`src/rtl/fifo_pkg.sv`:
```
// Shared definitions for the byte fifo and its host controller:
// host FSM encoding, arbitration grant type and fifo_status bit positions.
package fifo_pkg;

    typedef enum logic [1:0] {
        ST_IDLE   = 2'd0,
        ST_WRITE  = 2'd1,
        ST_READ   = 2'd2,
        ST_SETTLE = 2'd3
    } host_state_e;

    typedef enum logic {
        GRANT_WRITE = 1'b0,
        GRANT_READ  = 1'b1
    } grant_e;

    localparam int unsigned STATUS_WIDTH    = 8;
    localparam int unsigned FS_EMPTY        = 0;
    localparam int unsigned FS_FULL         = 1;
    localparam int unsigned FS_UNDERFLOW    = 2;
    localparam int unsigned FS_OVERFLOW     = 3;
    localparam int unsigned FS_ALMOST_EMPTY = 4;
    localparam int unsigned FS_ALMOST_FULL  = 5;

    function automatic grant_e other_grant(input grant_e g);
        return (g == GRANT_WRITE) ? GRANT_READ : GRANT_WRITE;
    endfunction

endpackage

```
`src/rtl/fifo_host_if.sv`:
```
// Byte-stream and fifo-pin bundle between fifo_host (slave) and its surroundings (master).
interface fifo_host_if;
    logic [7:0] s_data;
    logic       s_valid;
    logic       s_ready;
    logic [7:0] m_data;
    logic       m_valid;
    logic       m_ready;
    logic [7:0] fifo_din;
    logic       fifo_wr;
    logic       fifo_rd;
    logic [7:0] fifo_dout;
    logic [7:0] fifo_status;

    modport slave (
        input  s_data, s_valid, m_ready, fifo_dout, fifo_status,
        output s_ready, m_data, m_valid, fifo_din, fifo_wr, fifo_rd
    );

    modport master (
        output s_data, s_valid, m_ready, fifo_dout, fifo_status,
        input  s_ready, m_data, m_valid, fifo_din, fifo_wr, fifo_rd
    );
endinterface

```
`src/rtl/fifo_host.sv`:
```
// Host controller for a pin-level fifo: one-byte input register, round-robin
// write/read arbitration, settle gaps between pulses, and a one-byte output stage.
module fifo_host
    import fifo_pkg::*;
#(
    parameter int unsigned SETTLE_CYCLES = 2,
    parameter int unsigned CNT_WIDTH     = 16
) (
    input  logic                 clk,
    input  logic                 rst_n,
    fifo_host_if.slave           bus,
    output logic                 err_overflow,
    output logic                 err_underflow,
    output logic [CNT_WIDTH-1:0] wr_count,
    output logic [CNT_WIDTH-1:0] rd_count
);

    localparam int unsigned SC_W = (SETTLE_CYCLES > 1) ? $clog2(SETTLE_CYCLES) : 1;
    localparam host_state_e AFTER_OP = (SETTLE_CYCLES == 0) ? ST_IDLE : ST_SETTLE;

    host_state_e          state_q, state_d;
    logic [SC_W-1:0]      settle_cnt_q, settle_cnt_d;
    logic [7:0]           in_data_q, in_data_d;
    logic                 in_full_q, in_full_d;
    grant_e               prio_q, prio_d;
    logic                 fifo_wr_q, fifo_wr_d;
    logic                 fifo_rd_q, fifo_rd_d;
    logic [7:0]           fifo_din_q, fifo_din_d;
    logic [7:0]           m_data_q, m_data_d;
    logic                 m_valid_q, m_valid_d;
    logic                 err_ovf_q, err_ovf_d;
    logic                 err_unf_q, err_unf_d;
    logic [CNT_WIDTH-1:0] wr_cnt_q, wr_cnt_d;
    logic [CNT_WIDTH-1:0] rd_cnt_q, rd_cnt_d;

    logic write_want, read_want, grant_w, grant_r, settle_last;
    logic unused_status_bits;

    assign unused_status_bits = ^{bus.fifo_status[7:6], bus.fifo_status[FS_ALMOST_FULL],
                                  bus.fifo_status[FS_ALMOST_EMPTY]};

    always_comb begin
        state_d      = state_q;
        settle_cnt_d = settle_cnt_q;
        in_data_d    = in_data_q;
        in_full_d    = in_full_q;
        prio_d       = prio_q;
        fifo_wr_d    = 1'b0;
        fifo_rd_d    = 1'b0;
        fifo_din_d   = fifo_din_q;
        m_data_d     = m_data_q;
        m_valid_d    = m_valid_q;
        wr_cnt_d     = wr_cnt_q;
        rd_cnt_d     = rd_cnt_q;
        err_ovf_d    = err_ovf_q | bus.fifo_status[FS_OVERFLOW];
        err_unf_d    = err_unf_q | bus.fifo_status[FS_UNDERFLOW];

        write_want  = in_full_q && !bus.fifo_status[FS_FULL];
        read_want   = !bus.fifo_status[FS_EMPTY] && !m_valid_q;
        grant_w     = write_want && (!read_want || prio_q == GRANT_WRITE);
        grant_r     = read_want && !grant_w;
        settle_last = (settle_cnt_q == SC_W'(SETTLE_CYCLES - 1));

        if (m_valid_q && bus.m_ready) begin
            m_valid_d = 1'b0;
        end

        if (bus.s_valid && !in_full_q) begin
            in_data_d = bus.s_data;
            in_full_d = 1'b1;
        end

        unique case (state_q)
            ST_IDLE: begin
                if (grant_w) begin
                    // The byte moves to fifo_din_q here, so the register is free during WRITE.
                    state_d    = ST_WRITE;
                    fifo_wr_d  = 1'b1;
                    fifo_din_d = in_data_q;
                    in_full_d  = 1'b0;
                    prio_d     = other_grant(GRANT_WRITE);
                end else if (grant_r) begin
                    state_d   = ST_READ;
                    fifo_rd_d = 1'b1;
                    m_data_d  = bus.fifo_dout;
                    m_valid_d = 1'b1;
                    prio_d    = other_grant(GRANT_READ);
                end
            end
            ST_WRITE: begin
                wr_cnt_d     = wr_cnt_q + 1'b1;
                settle_cnt_d = '0;
                state_d      = AFTER_OP;
            end
            ST_READ: begin
                rd_cnt_d     = rd_cnt_q + 1'b1;
                settle_cnt_d = '0;
                state_d      = AFTER_OP;
            end
            ST_SETTLE: begin
                if (settle_last) begin
                    state_d = ST_IDLE;
                end else begin
                    settle_cnt_d = settle_cnt_q + 1'b1;
                end
            end
            default: state_d = ST_IDLE;
        endcase
    end

    always_ff @(posedge clk or negedge rst_n) begin
        if (!rst_n) begin
            state_q      <= ST_IDLE;
            settle_cnt_q <= '0;
            in_data_q    <= '0;
            in_full_q    <= 1'b0;
            prio_q       <= GRANT_WRITE;
            fifo_wr_q    <= 1'b0;
            fifo_rd_q    <= 1'b0;
            fifo_din_q   <= '0;
            m_data_q     <= '0;
            m_valid_q    <= 1'b0;
            err_ovf_q    <= 1'b0;
            err_unf_q    <= 1'b0;
            wr_cnt_q     <= '0;
            rd_cnt_q     <= '0;
        end else begin
            state_q      <= state_d;
            settle_cnt_q <= settle_cnt_d;
            in_data_q    <= in_data_d;
            in_full_q    <= in_full_d;
            prio_q       <= prio_d;
            fifo_wr_q    <= fifo_wr_d;
            fifo_rd_q    <= fifo_rd_d;
            fifo_din_q   <= fifo_din_d;
            m_data_q     <= m_data_d;
            m_valid_q    <= m_valid_d;
            err_ovf_q    <= err_ovf_d;
            err_unf_q    <= err_unf_d;
            wr_cnt_q     <= wr_cnt_d;
            rd_cnt_q     <= rd_cnt_d;
        end
    end

    assign bus.s_ready    = !in_full_q;
    assign bus.m_data     = m_data_q;
    assign bus.m_valid    = m_valid_q;
    assign bus.fifo_din   = fifo_din_q;
    assign bus.fifo_wr    = fifo_wr_q;
    assign bus.fifo_rd    = fifo_rd_q;
    assign err_overflow   = err_ovf_q;
    assign err_underflow  = err_unf_q;
    assign wr_count       = wr_cnt_q;
    assign rd_count       = rd_cnt_q;

endmodule

```
`src/flat_wrapper.sv`:
```
// flat-port wrapper written by rule: the top's interface ports become plain ports
module fifo_host_flat import fifo_pkg::*;
#(
    parameter int unsigned SETTLE_CYCLES = 2,
    parameter int unsigned CNT_WIDTH     = 16
)
  (clk, rst_n, err_overflow, err_underflow, wr_count, rd_count, bus_s_data, bus_s_valid, bus_m_ready, bus_fifo_dout, bus_fifo_status, bus_s_ready, bus_m_data, bus_m_valid, bus_fifo_din, bus_fifo_wr, bus_fifo_rd);
  fifo_host_if bus_i ();
  input  logic clk;
  input  logic rst_n;
  output logic err_overflow;
  output logic err_underflow;
  output logic [CNT_WIDTH-1:0] wr_count;
  output logic [CNT_WIDTH-1:0] rd_count;
  input wire logic [$bits(bus_i.s_data)-1:0] bus_s_data;
  input wire logic [$bits(bus_i.s_valid)-1:0] bus_s_valid;
  input wire logic [$bits(bus_i.m_ready)-1:0] bus_m_ready;
  input wire logic [$bits(bus_i.fifo_dout)-1:0] bus_fifo_dout;
  input wire logic [$bits(bus_i.fifo_status)-1:0] bus_fifo_status;
  output wire logic [$bits(bus_i.s_ready)-1:0] bus_s_ready;
  output wire logic [$bits(bus_i.m_data)-1:0] bus_m_data;
  output wire logic [$bits(bus_i.m_valid)-1:0] bus_m_valid;
  output wire logic [$bits(bus_i.fifo_din)-1:0] bus_fifo_din;
  output wire logic [$bits(bus_i.fifo_wr)-1:0] bus_fifo_wr;
  output wire logic [$bits(bus_i.fifo_rd)-1:0] bus_fifo_rd;
  assign bus_i.s_data = bus_s_data;
  assign bus_i.s_valid = bus_s_valid;
  assign bus_i.m_ready = bus_m_ready;
  assign bus_i.fifo_dout = bus_fifo_dout;
  assign bus_i.fifo_status = bus_fifo_status;
  assign bus_s_ready = bus_i.s_ready;
  assign bus_m_data = bus_i.m_data;
  assign bus_m_valid = bus_i.m_valid;
  assign bus_fifo_din = bus_i.fifo_din;
  assign bus_fifo_wr = bus_i.fifo_wr;
  assign bus_fifo_rd = bus_i.fifo_rd;
  fifo_host #(.SETTLE_CYCLES(SETTLE_CYCLES), .CNT_WIDTH(CNT_WIDTH)) u_core (.clk(clk), .rst_n(rst_n), .bus(bus_i), .err_overflow(err_overflow), .err_underflow(err_underflow), .wr_count(wr_count), .rd_count(rd_count));
endmodule
```
`config.mk`:
```
export PLATFORM = sky130hd
export DESIGN_NAME = fifo_host_flat
export DESIGN_NICKNAME = d
export VERILOG_FILES = /design/src/rtl/fifo_pkg.sv /design/src/rtl/fifo_host_if.sv /design/src/rtl/fifo_host.sv /design/src/flat_wrapper.sv
export SDC_FILE = /design/constraint.sdc
export NUM_CORES = 1
export LEC_CHECK = 0
export ABC_AREA = 1
export ABC_CLOCK_PERIOD_IN_PS = 1800
export BUFFER_PORTS_ARGS = -buffer_cell sky130_fd_sc_hd__buf_2
export CAP_MARGIN = 0
export CORE_ASPECT_RATIO = 0.9
export CORE_MARGIN = 2
export CORE_UTILIZATION = 46
export CTS_CLUSTER_SIZE = 8
export DETAILED_ROUTE_END_ITERATION = 10
export PLACE_DENSITY_LB_ADDON = 0.1
export SYNTH_ARGS = -nofsm -noshare
export SYNTH_HDL_FRONTEND = slang
export SYNTH_SLANG_ARGS = --single-unit
```
`constraint.sdc`:
```
create_clock -name clk -period 1.8 [get_ports clk]
set_clock_uncertainty 0.2 [all_clocks]
set_input_delay 0.27 -clock clk [delete_from_list [all_inputs] [get_ports clk]]
set_output_delay 0.27 -clock clk [all_outputs]
set_load 0.05 [all_outputs]
```
# == Word-level counts from Yosys, hierarchy flattened ==
# Cells that the tools add are included.
# word_totals
input_bits,28
wordCells,67
reg_bits,66
out_inout_bits,54
# classes
mux,20
bitwise,4
add_sub_neg,3
eq_ne,5
n_reduce_logical,21
# ops
operator,count
adder 16 x 1 -> 16 bit (second input constant),2
two-way mux 1 bit,15
logical AND 1 bit,6
logical NOT 1 bit,6
two-way mux 2 bit,3
one-hot mux 2 bit (3 select lines),1
AND reduction 2 bit,3
equality test 2 bit (second input constant),2
nonzero test 2 bit,2
!= test 3 x 1 -> 1 bit (second input constant),1
AND reduction 3 bit,1
equality test 2 x 1 -> 1 bit (second input constant),1
logical NOT 2 bit,1
!= test 2 x 1 -> 1 bit (second input constant),1
NOT 1 bit,2
OR 1 bit,2
one-hot mux 1 bit (2 select lines),1
OR reduction 2 bit,1
adder 1 bit (second input constant),1
logical OR 1 bit,1

# == Longest topological paths before layout ==
# Gate-level depths: netlist of the first run.
# logic_depth
depth_word,10
mapped_depth,10
depth_no_buf,10

# == Worst setup path after synthesis of the first run ==
# Ideal clock, no wire load.
# synth_path
path_type,register to register
from,reg u_core.rd_cnt_q[0] (netlist: u_core.rd_count[0])
to,reg u_core.rd_cnt_q[10] (netlist: u_core.rd_count[10])
path_stages_with_launch,7
path_buffers,0
slack_ns,-0.021
required_ns,1.480
setup_time_ns,0.120
period_less_slack_ns,1.821
t_arrival_ns,1.502
cell_sequence,dfrtp_1 -> ha_1 -> nand4_1 -> nor2_1 -> nand3_1 -> nand2_1 -> nand2_1
# synth_between
elab_chain_len,1
# synth_rtl
element,line,source
start: declaration,fifo_host.sv:34,"logic [CNT_WIDTH-1:0] rd_cnt_q, rd_cnt_d;"
start signal: assignment,fifo_host.sv:141,rd_cnt_q <= rd_cnt_d;
adder 16 x 1 -> 16 bit,fifo_host.sv:96,rd_cnt_d = rd_cnt_q + 1'b1;
# Every way passes these cells.
# A chain may end at the register's enable or synchronous reset.

# == Final worst setup path of the first run ==
# layout_path
from,reg u_core.state_q[0]
to,reg u_core.rd_cnt_q[13] (netlist: u_core.rd_count[13])
# layout_between
elab_chain_len,1
# layout_rtl
element,line,source
start: declaration,fifo_host.sv:21,"host_state_e state_q, state_d;"
start signal: assignment,fifo_host.sv:128,state_q <= state_d;
equality test 2 bit,fifo_host.sv:73,unique case (state_q)
# Every way passes these cells.

==> results of run 1 <==
==> what timing repair did <==
| action | CTS | global route |
|---|---|---|
| hold buffers | 21 | 0 |
| resized for setup | 0 | 5 |
| hold endpoints to repair | 86 | 0 |
| setup endpoints to repair | 0 | 10 |
| setup buffers | 0 | 1 |
==> synthesized netlist by cell type (3+ instances only) <==
master   count  area share, %
nor3_1       3           0.49
nor2_1      17            2.1
nand2_1    109             13
xnor2_1      6            1.7
xor2_1      13            3.7
nand4_1      5            1.0
o21ai_0     10            1.6
nand3_1     17            2.8
or2_2        3           0.62
ha_1         7            2.9
dfrtp_1     66             54
inv_1       40            4.9
mux2_2       9            3.3
nand2_2      6            1.2
nor2_2       3           0.62
nor2_4       5            1.8
==> flip-flops by register name, summed over array words and instances (netlist names) <==
| name | count |
|---|---|
| u_core.rd_count | 16 |
| u_core.wr_count | 16 |
| u_core.bus.fifo_din | 8 |
| u_core.bus.m_data | 8 |
| u_core.in_data_q | 8 |
| u_core.state_q | 2 |
| u_core.bus.fifo_rd | 1 |
| u_core.bus.fifo_wr | 1 |
| u_core.bus.m_valid | 1 |
| u_core.err_overflow | 1 |
| u_core.err_underflow | 1 |
| u_core.in_full_q | 1 |
| u_core.prio_q | 1 |
| u_core.settle_cnt_q | 1 |
==> worst max-delay path, stage by stage (launching register included) <==
cell     delay, ns
dfrtp_1       0.38
inv_1         0.11
ha_2          0.24
nand2_2       0.08
nor2_4        0.13
nand2_4       0.09
nor2_4        0.13
nand3_1       0.08
nand2_1       0.07
inv_1         0.04
==> power groups by stage <==
stage,Clock (W),Sequential [W],Combinational (W)
finish,0.00139,0.00226,0.00273
global route,0.00151,0.00232,0.00297
CTS,0.00143,0.00226,0.00273
detailed placement,0,0.00228,0.00269
global placement,0,0.00227,0.00264
floorplan,0,0.00330,0.000967
==> through the flow <==
| stage | power (W) | hold slack, ns |
|---|---|---|
| after detailed placement | 0.00497 | 0.0128 |
| after global routing | 0.00679 | 0.183 |
| final | 0.00638 | 0.150 |
| after CTS | 0.00643 | 0.135 |
| after floorplan | 0.00427 | -0.226 |
| after global placement | 0.00491 | 0.0118 |
==> routing by layer <==
metal	vias up	part of all wire [%]	global-route usage, %
li1	1247	-	-
met1	1113	46	21.5
met2	55	47	29.0
met3	6	5.1	5.29
met4	0	1.3	6.92
met5	-	0	0
==> cells by family (layout without fill, tap and decap cells) <==
kind of cell	count (synthesis)	in the layout	share of synthesized area (%)
and+or+nand+nor	174	174	26.7
DFF	66	66	54.2
buffers and inverters	43	164	5.42
xor gates and xnor gates	19	19	5.46
AOI/OAI and AO/OA	12	12	2.09
muxes	9	9	3.32
adders and majority gates	7	7	2.87
==> final cells by class <==
type | count | area, um2 | area share, %
flip-flops and latches | 66 | 1650 | 40.5
multi-input cells | 221 | 1240 | 30.5
clock inverters | 6 | 90.1 | 2.21
repair buffers | 107 | 688 | 16.9
clock buffers | 10 | 138 | 3.37
well taps | 90 | 113 | 2.76
inverters | 41 | 154 | 3.77
==> final timing paths <==
kind / startpoint / end / slack, ns
setup / recovery: u_core.state_q[0] / u_core.rd_count[13] / 0.14
hold / removal: bus_fifo_status[1] / u_core.state_q[0] / 0.15
setup reg to reg: u_core.state_q[0] / u_core.rd_count[13] / 0.14
hold reg to reg: u_core.err_overflow / u_core.err_overflow / 0.26
max in group asynchronous: rst_n / u_core.rd_count[13] / 0.73
min in group asynchronous: rst_n / u_core.wr_count[6] / 0.18
==> summary.txt, run 1 <==
Die
  • Std-Cell Rows: 28
  • Starting density of the core: 47.0%
  • Core area: between 0.006 and 0.007 mm2
  • Die Ht: 81.2 um
  • Die area: 0.00730 mm2
  • Chip width: 89.8 um
  • Num ports: 82

Timing
  • Fmax: between 0.6 and 0.7 GHz
  • Max-slew violation count: 0
  • Min cycle time layout: between 1.5 and 2 ns
  • Final setup fails: 0
  • Rel. slew slack: 74.4%
  • RSZ-0062 raised after global routing: false
  • Worst Max-Slew Pin Slew: 0.384 ns
  • Setup WS post-layout: between 0.1 and 0.15 ns
  • Final Hold Vio Count: 0
  • Final setup TNS: 0 ns
  • Tcrit/Tclk final: 92.0%

Synthesis
  • Netlist cell types: 24
  • Asr flop ratio synth: 100%
  • Synth Warn #: 0
  • Syn_nets: 365
  • Gate Count Post-Synth: 330
  • Primary FF master, synth: dfrtp_1
  • #FFs+latches synth: 66
  • Synth Cell Area: about 0.003 mm2
  • Syn Area/Cell: 9.24 um2
  • Post-synth EDFFs: 0
  • Register area share after synthesis: 54.2%

Critical path
  • Startpoint Class: flop
  • R2R depth: 9
  • Critical Path AT: 1.68 ns
  • Critical path fanouts, max: 5
  • Worst Path Required: between 1.5 and 2 ns
  • CP Capture Type: flop
  • Crit path kind: flop to flop

Outcome
  • Status: complete, no violations

Final layout
  • Final Cell Area: 0.00408 mm2
  • Most frequent cells in the layout: nand2_1, buf_2, dfrtp_1, inv_1, dlygate4sd3_1
  • Layout cells sized above 1: 30.8%
  • Area growth, synth to finish: 33.9%
  • Layout fillers: between 500 and 600
  • Ant diodes: 0
  • Non-filler cells, final: 541
  • Nets@finish: 481
  • Commonest non-fill, non-tap cell in the layout: nand2_1
  • Core Util, Final: 63.0%

Hold path
  • HP Class: primary input to flop
  • WHS Path Cells: 6

Detailed routing
  • Total Wirelength: around 5.9 mm
  • Routed via count: 2421
  • Drt pass-1 iters: 4
  • Wire per inst: ~11 um
  • Via/cell ratio: 4.48
  • Remaining DRCs: 0
  • DRT iter0 DRCs: 60
  • Final ANT Viol Nets: 0

Power
  • Switching pwr: 0.00282 W
  • Power Internal: 0.00356 W
  • Cell area power density: 1560 mW/mm2
  • Comb power frac: 42.8%
  • Sequential power share: 35.4%
  • Worst VDD drop: 0.993 mV
  • Switching Fraction: 44.2%
  • Clock power share: 21.8%
  • P_leak: 2.23 nW

GRT
  • Vias in the first global route: approximately 2300
  • Initial antenna violation count: 0
  • Grt ovf: 0
  • Global-route wire length before repair: 10.1 mm
  • GRT Util Overall: between 15 and 20%
  • Largest net degree at the start of global routing: 29

Clocking
  • Clk Tree Root Cell: clkbuf_8
  • Max Root-Sink Buffers: 2
  • CTS tree: yes
  • TritonCTS Buffers: 9
  • Clock transition at path regs: 0.07 ns
  • Latest clock arrival within the worst-skew pair: around 0.34 ns
  • Clock Sink Count: 66
  • H-Tree Depth: 3

Place
  • Pre-CTS setup slack: approximately 0.072 ns
  • IO Port Bufs: 77
  • RePlAce Congestion: 0.770
  • Cell Area, Placed: 0.00362 mm2
  • Final HPWL DP: between 4 and 5 mm
  • Placed Instances: 503

Job
  • Maxcap violations: 0
No activity file was read; power rests on OpenSTA's default activity.
==> inputs of run 2 (changes only) <==
--- a/config.mk
+++ b/config.mk
@@ -8,3 +8,3 @@
 export ABC_AREA = 1
-export ABC_CLOCK_PERIOD_IN_PS = 1800
+export ABC_CLOCK_PERIOD_IN_PS = 1900
 export BUFFER_PORTS_ARGS = -buffer_cell sky130_fd_sc_hd__buf_2
@@ -17,2 +17,3 @@
 export PLACE_DENSITY_LB_ADDON = 0.1
+export RECOVER_POWER = 50
 export SYNTH_ARGS = -nofsm -noshare
==> constraint.sdc (replaced) <==
create_clock -name clk -period 1.9 [get_ports clk]
set_clock_uncertainty 0.2 [all_clocks]
set_input_delay 0.285 -clock clk [delete_from_list [all_inputs] [get_ports clk]]
set_output_delay 0.285 -clock clk [all_outputs]
set_load 0.1 [all_outputs]
==> run 2 against run 1 <==
- global-route usage is 0.72 points higher
- combinational power up 34%
- critical endpoint is now u_core.wr_count[9]
- non-clock buffer count is 3 lower
- via count fell by 0.25%
- design area down 1.3%
- register-to-register slack better by 0.03 ns
- first-iteration DRC count rose by 10%
- critical path depth down 1
- largest power group unchanged
- core utilization decreased by 0.79 points
- sequential share of layout area up 1.0 points
==> summary.txt, run 2 (synthesis gave the netlist of run 1 again) <==
Critical path
  • CP Capture Type: flop
  • Crit path kind: flop to flop
  • Worst Path Required: 1.92 ns (+0.09 ns)
  • Startpoint Class: flop
  • Critical path fanouts, max: 7 (+2)
  • Critical Path AT: 1.75 ns (+0.07 ns)

Clocking
  • Clk Tree Root Cell: clkbuf_8
  • CTS tree: yes
  • Clock transition at path regs: 0.07 ns (about the same)
  • H-Tree Depth: 3 (unchanged)
  • Latest clock arrival within the worst-skew pair: 0.33 ns (about the same)
  • TritonCTS Buffers: 9 (unchanged)
  • Max Root-Sink Buffers: 2 (unchanged)
  • Clock Sink Count: 66 (unchanged)

Power
  • Sequential power share: 30.9% (-4.5 points)
  • P_leak: 2.16 nW (-3.3%)
  • Comb power frac: 51.7% (+8.9 points)
  • Total power: 0.00706 W (+11%)
  • Clock power share: 17.4% (-4.4 points)
  • Cell area power density: 1750 mW/mm2 (+12%)
  • Switching Fraction: 53.3% (+9.1 points)
  • Switching pwr: 0.00376 W (+33%)
  • Worst VDD drop: 1.17 mV (+17%)
  • Power Internal: 0.00329 W (-7.4%)

Detailed routing
  • Remaining DRCs: 0 (unchanged)
  • Routed via count: 2415 (-0.25%)
  • Total Wirelength: 6.02 mm (+2.2%)
  • Via/cell ratio: 4.50 (+0.50%)
  • Wire per inst: 11.2 um (+3.0%)
  • DRT iter0 DRCs: 66 (+10%)
  • Drt pass-1 iters: 4 (unchanged)
  • Final ANT Viol Nets: 0 (unchanged)

Die
  • Die area: 0.00730 mm2 (unchanged)
  • Chip width: 89.8 um (unchanged)
  • Core area: 0.00648 mm2 (unchanged)
  • Die Ht: 81.2 um (unchanged)
  • Std-Cell Rows: 28 (unchanged)
  • Starting density of the core: 47.0% (unchanged)
  • Num ports: 82 (unchanged)

GRT
  • Vias in the first global route: 2388 (+3.6%)
  • Grt ovf: 0 (unchanged)
  • Largest net degree at the start of global routing: 67 (+130%)
  • GRT Util Overall: 18.1% (+0.72 points)
  • Global-route wire length before repair: 10.5 mm (+4.0%)
  • Initial antenna violation count: 0 (unchanged)

Place
  • Placed Instances: 499 (-0.80%)
  • IO Port Bufs: 77 (unchanged)
  • RePlAce Congestion: 0.758 (-1.5%)
  • Pre-CTS setup slack: 0.0426 ns (-0.0290 ns)
  • Final HPWL DP: 3.99 mm (-6.0%)

Timing
  • Setup WS post-layout: 0.169 ns (+0.0254 ns)
  • Worst Max-Slew Pin Slew: 0.870 ns (+0.485 ns)
  • Final Hold Vio Count: 0 (unchanged)
  • Min cycle time layout: 1.73 ns (+0.0746 ns)
  • Final setup fails: 0 (unchanged)
  • Rel. slew slack: 42.0% (-32 points)
  • Max-slew violation count: 0 (unchanged)
  • Tcrit/Tclk final: 91.1% (-0.92 points)
  • Final setup TNS: 0 ns (unchanged)
  • RSZ-0062 raised after global routing: false
  • Hold Worst Slack: 0.187 ns (+0.0374 ns)
  • Fmax: 0.578 GHz (-4.3%)

Final layout
  • Commonest non-fill, non-tap cell in the layout: nand2_1
  • Ant diodes: 0 (unchanged)
  • Area growth, synth to finish: 32.2%
  • Most frequent cells in the layout: nand2_1, buf_2, dfrtp_1, inv_1, dlygate4sd3_1
  • Layout cells sized above 1: 32.7% (+1.8 points)
  • Nets@finish: 478 (-0.62%)
  • Non-filler cells, final: 537 (-0.74%)

Outcome
  • Status: complete, no violations

Hold path
  • HP Class: primary input to flop

Job
  • Maxcap violations: 0 (unchanged)
==> run 2: cell count changes in the layout (fill, tap and decap cells not counted), sizes merged <==
cell,before,now
buf,86,76
clkbuf,10,19
clkinv,3,1
inv,41,40
==> run 2: per-stage QoR <==
stage               instance area [um2]  utilization [%]
floorplan                          3080                -
global placement                   3600             55.6
detailed placement                 3600             55.6
CTS                                4020             61.9
global route                       4030             62.2
finish                             4030             62.2
==> run 2: worst paths after layout <==
kind | startpoint | endpoint | slack [ns] | depth (start not counted)
max in group asynchronous | rst_n | u_core.wr_count[0] | 0.37 | 3
hold / removal | bus_fifo_status[1] | u_core.state_q[0] | 0.19 | 6
hold reg to reg | u_core.err_underflow | u_core.err_underflow | 0.27 | 1
setup / recovery | u_core.state_q[1] | u_core.wr_count[9] | 0.17 | 8
setup reg to reg | u_core.state_q[1] | u_core.wr_count[9] | 0.17 | 8
min in group asynchronous | rst_n | u_core.wr_count[8] | 0.52 | 3
==> run 2: per-layer routing <==
metal / wire [um] / share of wire [%] / global-route usage, % / vias up
met4: 33 / 0.55 / 5.69 / 0
met5: 0 / 0 / 0 / -
met1: 2790 / 46 / 21.5 / 1117
li1: - / - / - / 1242
met2: 2920 / 48 / 31.6 / 54
met3: 278 / 4.6 / 6.12 / 2
==> run 2: timing repair <==
item | CTS | global route
endpoints found under the hold margin | 86 | 0
setup buffers | 0 | 2
gates resized for setup | 0 | 4
endpoints found under the setup margin | 0 | 7
hold buffers | 21 | 0
==> run 2: critical path, cell delays in order (launching register included) <==
cell and delay [ns]:
dfrtp_1 0.44, inv_1 0.13, ha_2 0.22, nand2_2 0.07, nor2_4 0.12, nand2_4 0.09, nor2_8 0.13, xor2_1 0.17
inv_1 0.06
==> run 2: area by class of cell <==
| type | count | area (um2) |
|---|---|---|
| flip-flops and latches | 66 | 1670 |
| repair buffers | 104 | 636 |
| multi-input cells | 221 | 1250 |
| clock inverters | 3 | 65.1 |
| well taps | 90 | 113 |
| fillers | 571 | 2450 |
| clock buffers | 12 | 135 |
| inverters | 41 | 158 |
==> run 2: power by group through the flow <==
stage / logic, W / registers [W] / clock network [W]
6_report: 0.00365 / 0.00218 / 0.00123
5_1_grt: 0.00389 / 0.00225 / 0.00134
4_1_cts: 0.00366 / 0.00217 / 0.00127
3_5_place_dp: 0.00362 / 0.00219 / 0
3_3_place_gp: 0.00359 / 0.00218 / 0
2_1_floorplan: 0.000949 / 0.00423 / 0
==> inputs of run 3 (changes only) <==
- CORE_MARGIN: 2 -> not set
- CORE_UTILIZATION: 46 -> 50
==> run 3 against run 2 <==
- the run now ends with design-rule violations left
- maximum frequency decreased by 0.96%
- critical path depth decreased by 6
- final cell count down 4.1%
==> summary.txt, run 3 (synthesis gave the netlist of run 1 again) <==
Final layout
  • Non-filler cells, final: 515 (-4.1%)
  • Ant diodes: 0 (unchanged)
  • Layout cells sized above 1: 32.4% (-0.30 points)
  • Nets@finish: 476 (-0.42%)
  • Most frequent cells in the layout: nand2_1, buf_2, dfrtp_1, inv_1, dlygate4sd3_1
  • Layout fillers: 463 (-19%)
  • Commonest non-fill, non-tap cell in the layout: nand2_1
  • Area growth, synth to finish: 30.7%
  • Core Util, Final: 68.8% (+6.6 points)
  • Multi-input logic area: 0.00123 mm2 (-1.6%)
  • Sequential cell area: 0.00167 mm2 (unchanged)

Job
  • Maxcap violations: 0 (unchanged)

Die
  • Die area: 0.00642 mm2 (-12%)
  • Die Ht: 76.1 um (-6.3%)
  • Chip width: 84.3 um (-6.1%)
  • Std-Cell Rows: 26 (-7.1%)
  • Num ports: 82 (unchanged)
  • Core area: 0.00579 mm2 (-11%)
  • Starting density of the core: 52.7% (+5.6 points)

Power
  • Worst VDD drop: 1.45 mV (+24%)
  • Total power: 0.00706 W (about the same)
  • Cell area power density: 1770 mW/mm2 (+1.2%)
  • P_leak: 2.15 nW (-0.33%)

Clocking
  • CTS tree: yes
  • Max Root-Sink Buffers: 2 (unchanged)
  • Clk Tree Root Cell: clkbuf_8
  • TritonCTS Buffers: 9 (unchanged)
  • Clock transition at path regs: 0.07 ns (about the same)
  • Latest clock arrival within the worst-skew pair: 0.34 ns (about the same)
  • Post-CTS setup buffer count: 0 (unchanged)
  • Clock Sink Count: 66 (unchanged)
  • H-Tree Depth: 3 (unchanged)

Critical path
  • Critical Path AT: 1.26 ns (-0.49 ns)
  • Crit path kind: flop to primary output
  • Worst Path Required: 1.41 ns (-0.51 ns)
  • CP Capture Type: primary output
  • Startpoint Class: flop
  • Critical path fanouts, max: 3 (-4)
  • FF-to-FF setup slack: 0.16 ns (about the same)
  • R2R depth: 9 (+1)

Detailed routing
  • Drt pass-1 iters: 7 (+3)
  • Via/cell ratio: 4.63 (+3.1%)
  • Wire per inst: 11.3 um (+0.84%)
  • Final ANT Viol Nets: 0 (unchanged)
  • Remaining DRCs: 4 (+4)
  • Routed via count: 2387 (-1.2%)
  • Total Wirelength: 5.82 mm (-3.3%)
  • DRT iter0 DRCs: 124 (+88%)

Timing
  • Worst Max-Slew Pin Slew: 0.895 ns (+0.0252 ns)
  • RSZ-0062 raised after global routing: false
  • Fmax: 0.572 GHz (-0.96%)
  • Max-slew violation count: 0 (unchanged)
  • Final setup fails: 0 (unchanged)
  • Final setup TNS: 0 ns (unchanged)
  • Final Hold Vio Count: 0 (unchanged)
  • Tcrit/Tclk final: 92.0% (+0.89 points)
  • Rel. slew slack: 40.3% (-1.7 points)
  • Min cycle time layout: 1.75 ns (+0.0169 ns)

Place
  • Placed Instances: 479 (-4.0%)
  • RePlAce Congestion: 0.754 (-0.58%)
  • IO Port Bufs: 77 (unchanged)
  • Final HPWL DP: 3.87 mm (-3.1%)

GRT
  • Grt ovf: 0 (unchanged)
  • Largest net degree at the start of global routing: 67 (unchanged)
  • Initial antenna violation count: 0 (unchanged)
  • Global-route wire length before repair: 10.3 mm (-1.4%)
  • Vias in the first global route: 2321 (-2.8%)
  • GRT Util Overall: 20.4% (+2.3 points)

Outcome
  • Failing checks: design-rule violations
  • Status: finished, violations left

Hold path
  • WHS Path Cells: 6 (unchanged)
  • HP Class: primary input to flop
run 3: changes by cell type in the layout (fill, tap and decap cells not counted), moves of 2 or more:
| cell | change |
|---|---|
| nand2_1 | +2 |
| clkinv_4 | +2 |
| nand2_2 | -2 |
| buf_2 | +3 |
| clkbuf_1 | -4 |
| buf_4 | -2 |
| clkbuf_2 | -2 |
run 3: per-stage QoR:
| step | setup WS (ns) | hold slack (ns) | cell area, um2 |
|---|---|---|---|
| detailed placement | 0.114 | 0.129 | 3580 |
| floorplan | 0.0000983 | -0.211 | 3080 |
| finish | 0.152 | 0.193 | 3990 |
| global placement | 0.139 | 0.132 | 3580 |
| CTS | 0.101 | 0.167 | 4010 |
| global route | 0.0203 | 0.240 | 3990 |
run 3: power by group:
part / internal (W) / switching (W) / total, W / leakage (nW)
sequential: 0.00185 / 0.000314 / 0.00217 / 0.818
clock: 0.000735 / 0.000541 / 0.00128 / 0.102
combinational: 0.000689 / 0.00292 / 0.00361 / 1.23
total: 0.00328 / 0.00378 / 0.00706 / 2.15
run 3: final timing paths:
check,startpoint,end
max,u_core.in_full_q,bus_s_ready
min,bus_fifo_status[1],u_core.state_q[0]
max reg2reg,u_core.state_q[1],u_core.wr_count[14]
min reg2reg,u_core.bus.fifo_din[3],u_core.bus.fifo_din[3]
max in group asynchronous,rst_n,u_core.wr_count[0]
min in group asynchronous,rst_n,u_core.wr_count[10]
run 3: timing repair:
item / CTS / global route
gates resized for setup: 0 / 2
hold buffers: 21 / 0
hold endpoints to repair: 86 / 0
setup endpoints to repair: 0 / 5
run 3: metal layers:
layer  vias to the layer above  global-route usage (%)  wire length [um]
li1                       1237                       -                 -
met1                      1094                    24.4              2690
met2                        50                    34.8              2810
met3                         6                    6.39               274
met4                         0                    7.24                51
met5                         -                       0                 0
run 3: cell type report:
class	count	area share (%)
clock buffer	9	3.11
clock inverter	6	2.32
inverter	41	3.89
multi-input combinational	221	30.9
sequential	66	42.0
tap	70	2.20
timing repair buffer	102	15.6
run 3: critical path, stage by stage (launching register included):
cell and delay, ns:
dfrtp_1 0.39, clkinvlp_2 0.10, buf_2 0.43
